### src/rtl/pow_5.sv
// pow_5: three ways of computing n^5 modulo 2^18 from one shared operand.
//   - n_pow_5_comb : purely combinational, zero latency
//   - n_pow_5_pipe : four-stage pipeline, one result per cycle
//   - n_pow_5_seq  : multi-cycle unit with one shared multiplier and a
//                    run/ready handshake
// Every intermediate product is truncated to 18 bits. Because the products
// are assigned to 18-bit signals, only the low 18 bits are kept, which gives
// exactly the modulo-2^18 result.
module pow_5 (
    input  logic        clock,
    input  logic        reset_n,
    input  logic        run,
    input  logic [17:0] n,
    output logic        ready,
    output logic [17:0] n_pow_5_seq,
    output logic [17:0] n_pow_5_pipe,
    output logic [17:0] n_pow_5_comb
);

    // ------------------------------------------------------------------
    // Combinational unit
    // ------------------------------------------------------------------
    logic [17:0] comb_sq;
    logic [17:0] comb_cube;
    logic [17:0] comb_p4;

    // Chain of four truncated multiplies; reset has no influence here.
    always_comb begin
        comb_sq      = n * n;
        comb_cube    = comb_sq * n;
        comb_p4      = comb_cube * n;
        n_pow_5_comb = comb_p4 * n;
    end

    // ------------------------------------------------------------------
    // Pipelined unit
    // ------------------------------------------------------------------
    // Each stage carries the operand alongside its partial power so the
    // next stage can multiply by n again without any stall or valid bit.
    logic [17:0] s1_n;
    logic [17:0] s1_pow;
    logic [17:0] s2_n;
    logic [17:0] s2_pow;
    logic [17:0] s3_n;
    logic [17:0] s3_pow;

    // Advance every pipeline stage on each rising edge.
    always_ff @(posedge clock or negedge reset_n) begin
        if (!reset_n) begin
            s1_n         <= 18'd0;
            s1_pow       <= 18'd0;
            s2_n         <= 18'd0;
            s2_pow       <= 18'd0;
            s3_n         <= 18'd0;
            s3_pow       <= 18'd0;
            n_pow_5_pipe <= 18'd0;
        end else begin
            s1_n         <= n;
            s1_pow       <= n * n;
            s2_n         <= s1_n;
            s2_pow       <= s1_pow * s1_n;
            s3_n         <= s2_n;
            s3_pow       <= s2_pow * s2_n;
            n_pow_5_pipe <= s3_pow * s3_n;
        end
    end

    // ------------------------------------------------------------------
    // Multi-cycle unit
    // ------------------------------------------------------------------
    typedef enum logic {
        IDLE = 1'b0,
        BUSY = 1'b1
    } state_t;

    state_t      state;
    state_t      state_next;
    logic [2:0]  step_cnt;
    logic [2:0]  step_cnt_next;
    logic [17:0] x;
    logic [17:0] x_next;
    logic [17:0] acc;
    logic [17:0] acc_next;
    logic [17:0] seq_next;
    logic        ready_next;
    logic [17:0] mul_out;

    // The single shared multiplier: the accumulator times the latched operand.
    always_comb begin
        mul_out = acc * x;
    end

    // Next-state logic: a start loads x and acc with n, then four BUSY
    // edges multiply acc by x. The edge on which the counter drops from
    // 1 to 0 publishes the result and pulses ready for one cycle.
    // run is only looked at in IDLE, so requests while BUSY are dropped.
    always_comb begin
        state_next    = state;
        step_cnt_next = step_cnt;
        x_next        = x;
        acc_next      = acc;
        seq_next      = n_pow_5_seq;
        ready_next    = 1'b0;
        case (state)
            IDLE: begin
                if (run) begin
                    x_next        = n;
                    acc_next      = n;
                    step_cnt_next = 3'd4;
                    state_next    = BUSY;
                end
            end
            BUSY: begin
                acc_next      = mul_out;
                step_cnt_next = step_cnt - 3'd1;
                if (step_cnt == 3'd1) begin
                    state_next = IDLE;
                    seq_next   = mul_out;
                    ready_next = 1'b1;
                end
            end
            default: begin
                state_next = IDLE;
            end
        endcase
    end

    // State and datapath registers of the multi-cycle unit; reset aborts
    // any computation in flight without a ready pulse.
    always_ff @(posedge clock or negedge reset_n) begin
        if (!reset_n) begin
            state       <= IDLE;
            step_cnt    <= 3'd0;
            x           <= 18'd0;
            acc         <= 18'd0;
            n_pow_5_seq <= 18'd0;
            ready       <= 1'b0;
        end else begin
            state       <= state_next;
            step_cnt    <= step_cnt_next;
            x           <= x_next;
            acc         <= acc_next;
            n_pow_5_seq <= seq_next;
            ready       <= ready_next;
        end
    end

endmodule

### config.mk
export PLATFORM = sky130hd
export DESIGN_NAME = pow_5
export DESIGN_NICKNAME = d
export VERILOG_FILES = /design/src/rtl/pow_5.sv
export SDC_FILE = /design/constraint.sdc
export NUM_CORES = 2
export LEC_CHECK = 0
export CORE_MARGIN = 8
export CORE_UTILIZATION = 40
export CTS_BUF_LIST = sky130_fd_sc_hd__clkbuf_8
export CTS_CLUSTER_DIAMETER = 60
export DETAILED_ROUTE_END_ITERATION = 16
export SLEW_MARGIN = 20
export SYNTH_ARGS = -nofsm -noshare
export SYNTH_HDL_FRONTEND = slang
export SYNTH_SLANG_ARGS = --single-unit
### constraint.sdc
create_clock -name clock -period 65.9 [get_ports clock]
set_input_delay 13.18 -clock clock [delete_from_list [all_inputs] [get_ports clock]]
set_output_delay 13.18 -clock clock [all_outputs]
set_load 0.03 [all_outputs]
-- Yosys cells after proc, flatten, opt, wreduce, memory -nomap -nowiden
Cells that the tools add are included.
- register bits after elaboration: 185
- bits of input ports: 21
- output and inout port bits: 55
- logic and storage cells: 36
- add/subtract/negate cells: 1
- $mul: 8
- equal/unequal tests: 2
- mux-type cells: 9
- bitwise logic cells: 1
- reduce and logical (&&, ||, !) cells: 2
- operators by type and width (cell ; count):
    18-bit by 18-bit multiplier with 18-bit output ; 8
    18-bit one-hot mux with 2 select lines ; 1
    18-bit two-way mux ; 1
    3-bit one-hot mux with 2 select lines ; 1
    1-bit two-way mux ; 4
    2-bit AND reduction ; 2
    3-bit by 1-bit equality test with 1-bit output, second input constant ; 1
    3-bit two-way mux ; 1
    3-bit by 1-bit subtractor with 3-bit output, second input constant ; 1
    2-bit != test, second input constant ; 1
    1-bit one-hot mux with 2 select lines ; 1
    1-bit NOT ; 1

-- Logic depth before layout (Yosys ltp)
- word-level depth: 4
- mapped depth: 69
- depth with buffers taken out: 67

-- Worst setup path after synthesis
No wires, ideal clock.
- path kind: input -> output
- from: input port n[6]
- to: output port n_pow_5_comb[17]
- data arrival time: 30.412 ns
- required time: 52.720 ns
- slack: 22.308 ns
- cell stages on the path: 61
- buffers on the path: 2
- path through: clkbuf_1 -> clkbuf_1 -> nand2_1 -> fa_1 -> inv_1 -> fa_1 -> ha_1 -> inv_1 -> fa_1 -> fa_1 -> fa_1 -> inv_1 -> ha_1 -> or4b_1 -> nand3_2 -> nand2_1 -> fa_1 -> fa_1 -> [... 25 more ...] -> inv_1 -> fa_1 -> fa_1 -> inv_1 -> fa_1 -> inv_1 -> fa_1 -> xor2_1 -> xnor2_1 -> xnor2_1 -> xnor2_1 -> xnor2_1 -> xnor2_1 -> xnor2_1 -> xnor2_1 -> xnor2_1 -> xnor3_1 -> xnor3_1
- longest elaborated chain between the ends: 4
- RTL lines (item ; RTL line ; source):
    from (decl) ; 13 ; input logic [17:0] n,
    18-bit by 18-bit multiplier with 18-bit output ; 29 ; comb_sq = n * n;
    named net comb_sq[10] ; 23 ; logic [17:0] comb_sq;
    18-bit by 18-bit multiplier with 18-bit output ; 30 ; comb_cube = comb_sq * n;
    18-bit by 18-bit multiplier with 18-bit output ; 31 ; comb_p4 = comb_cube * n;
    18-bit by 18-bit multiplier with 18-bit output ; 32 ; n_pow_5_comb = comb_p4 * n;
    to (decl) ; 17 ; output logic [17:0] n_pow_5_comb
The timed path passes the listed nets, and every way through them passes these cells.

-- Final worst setup path
- from: input port n[2]
- to: output port n_pow_5_comb[17]
The elaborated chain is that of the path after synthesis.

==> key figures <==
Status
  – Run status: finished clean

Logic synthesis
  – EDFF count, synth: 0
  – Dominant cell type by area after synthesis: fa_1
  – Top cell type's share of synthesized area: 0.3927
  – Synth warn: 0
  – Post-synthesis sequential area ratio: 0.1076
  – Synth Flop Type: dfrtp_1
  – Area contributors post-synth: fa_1 (39%), ha_1 (13%), dfrtp_1 (11%)
  – Synth Register Bits: approximately 180
  – Syn Std Cell Area: about 0.042 sq mm
  – Syn avg cell area: between 9 and 10 sq um
  – Library cells used by synthesis: 48
  – Post-synthesis async set-or-reset flop share: 1.000
  – Post-Syn Instances: between 4000 and 5000

Clock tree
  – H-tree lvl count: 4
  – Post-CTS setup buffers: 0
  – Hold bufs inserted after CTS: 0
  – Clock sinks: about 180
  – CTS tree: done
  – Cts bufs inserted: 17
  – Root Driver: clkbuf_8
  – CTS resizes: 0
  – Buffer depth of the longest clock path: 2
  – Clock-pin slew on the worst setup and hold paths: 110 ps
  – Worst skew pair latency: 590 ps

Route
  – Final wirelength: ~100 mm
  – Met3 WL post-DR: 4.246 mm
  – DR WL/cell: ~17 um
  – M1 WL: between 40 and 50 mm
  – DR vias: between 20000 and 30000
  – Top Metal Used: met4
  – DRT antenna net count: 0
  – First-pass iteration count of the detailed router: 5
  – Met2 Routed Length: about 50 mm
  – Initial DRC count: about 1300
  – DRC viols: 0
  – Post-DR vias/cell: ~4.8

Placed design
  – Port Buffer Count: 75
  – Routability Congestion: 0.8399
  – HPWL Detailed: ~80 mm

Flow run
  – Max-cap violation count: 0

Floorplanning
  – Die area: 0.1159 sq mm
  – Number of top-level pins: 76
  – Row count: approximately 120
  – Core area: 0.1048 sq mm
  – Die width: around 340 um
  – Initial core utilization: 0.4017
  – Die span in y: ~340 um

STA
  – Final Hold Fails: 0
  – Final Max Slew Viols: 0
  – RSZ-0062 raised after global routing: no
  – Hold slack: about 400 ps
  – Final setup violation count: 0
  – Post-route minimum period: between 40000 and 50000 ps
  – Clk_skew: about 22 ps
  – Max Freq: 21.97 MHz
  – Slew @ Worst Pin: 1021 ps
  – Relative slew slack: 0.3148
  – Fin Setup TNS: 0 ps
  – Period utilization: 0.6906

Worst setup path
  – Cell mode on critical path: fa_1
  – Critical-path maximum fanout: 40
  – WP data arrival: 32330 ps
  – Cells on worst reg2reg path: 24
  – Critical Path Sink: n_pow_5_comb[17]
  – Crit path kind: in2out
  – R2r endpoint: n_pow_5_pipe[17]
  – RR Startpoint: s3_pow[4]
  – CP Launch Point: n[2]
  – Crit end category: primary output
  – Startpoint Class: primary input
  – R2R setup slack: a little under 60000 ps
  – CP max stage delay: ~680 ps
  – WP data required: around 53000 ps
  – Crit path max-delay cell type: clkdlybuf4s50_1

Global routing
  – Initial antenna violation count: 6
  – Overflow after GRT: 0
  – First-pass GRT wire length: approximately 170 mm
  – Gr usage total: 0.1841
  – Number of global-route vias before repair: 31820
  – Maximum number of pins on one net before global-route repair: 73

Hold path
  – HP Class: reg2reg

Layout
  – Layout cells sized above 1: 0.02525
  – Final #Nets: 5868
  – Area delta synth->final: 6.344%
  – Fillers: 10470
-- per-stage QoR --
step | setup WS, ps | utilization | cells | cell area, sq um
6_report | 20390 | 0.4272 | 5991 | 44780
5_1_grt | 19470 | 0.4271 | 5986 | 44770
4_1_cts | 20300 | 0.4271 | 5985 | 44770
3_5_place_dp | 20380 | 0.4230 | 5953 | 44340
3_3_place_gp | 20400 | 0.4230 | 5953 | 44340
2_1_floorplan | 22310 | - | 4624 | 42240
-- logic make-up after synthesis --
kind of cell,count (synthesis),synth area share
AND/OR/NAND/NOR,1310,0.1514
buffers and inverters,1289,0.1150
adder cells (fa/ha/maj),1266,0.5234
XOR/XNOR,307,0.06617
AO/OA/AOI/OAI,207,0.02906
flip-flops,181,0.1076
multiplexers,28,0.007161
other,2,0.0001783
-- worst max-delay path, delay by kind of cell --
kind	cells	cell delay (ps)
XOR/XNOR	12	2490
AND/OR/NAND/NOR	8	2060
adder cells (fa/ha/maj)	26	12230
buffers and inverters	16	2370
-- cells in the mapped netlist, types with 6 or more instances --
library cell / instances
nand2b_1: 26
inv_1: 1107
nor3_1: 8
and2_1: 469
o21ai_0: 77
a211oi_1: 11
a21boi_0: 14
nand2_1: 681
fa_1: 826
a21o_1: 15
a31o_2: 7
and3_1: 15
mux2_2: 17
xnor3_1: 6
nor2_1: 53
xor2_1: 53
o21a_1: 8
clkbuf_1: 175
a21oi_1: 59
nor3b_1: 6
xnor2_1: 246
mux2i_1: 11
nor2b_1: 36
dfrtp_1: 181
ha_1: 440
-- final cells by class --
cell class / instances / area [sq um] / area share
Antenna cell: 6 / 15.01 / 0.0003353
Clock buffer: 17 / 234.0 / 0.005225
Clock inverter: 15 / 191.4 / 0.004275
Inverter: 1107 / 4155 / 0.09279
Multi-Input combinational cell: 3154 / 32860 / 0.7339
Sequential cell: 181 / 4529 / 0.1011
Tap cell: 1391 / 1740 / 0.03887
Timing Repair Buffer: 120 / 1052 / 0.02350
-- flip-flops by register name, summed over array words and instances, names as in the netlist --
| signal | count |
|---|---|
| n_pow_5_pipe | 18 |
| x | 18 |
| s3_pow | 18 |
| step_cnt | 3 |
| s2_pow | 18 |
| n_pow_5_seq | 18 |
| s1_pow | 17 |
| s3_n | 17 |
| acc | 18 |
| state | 1 |
| ready | 1 |
| s2_n | 17 |
| s1_n | 17 |
-- worst min path at each step --
stage / from / to / slack (ps) / depth (start not counted)
final: s1_n[16] / s2_n[16] / 400 / 0
after global routing: s1_n[17] / s2_n[17] / 410 / 0
after CTS: s1_n[17] / s2_n[17] / 410 / 0
after detailed placement: s1_n[17] / s2_n[17] / 400 / 0
after global placement: s2_n[16] / s3_n[16] / 400 / 0
after floorplan: s1_n[16] / s2_n[16] / 350 / 0
-- metal layers --
metal | GRT usage | up-vias
met3 | 0.02225 | 93
met2 | 0.3209 | 546
met5 | 0 | -
li1 | - | 13270
met1 | 0.2457 | 14820
met4 | 0.03891 | 0
-- placed cells by master, fill, tap and decap left out, types with 59 or more instances in the layout --
master           instances
and2_1                 469
nand2_1                681
a21oi_1                 59
xnor2_1                246
clkdlybuf4s50_1         66
o21ai_0                 77
dfrtp_1                181
ha_1                   440
inv_1                 1107
fa_1                   826
Power is not shown: default switching activity piles up to over one toggle a cycle in this logic, so the estimate is an artifact.
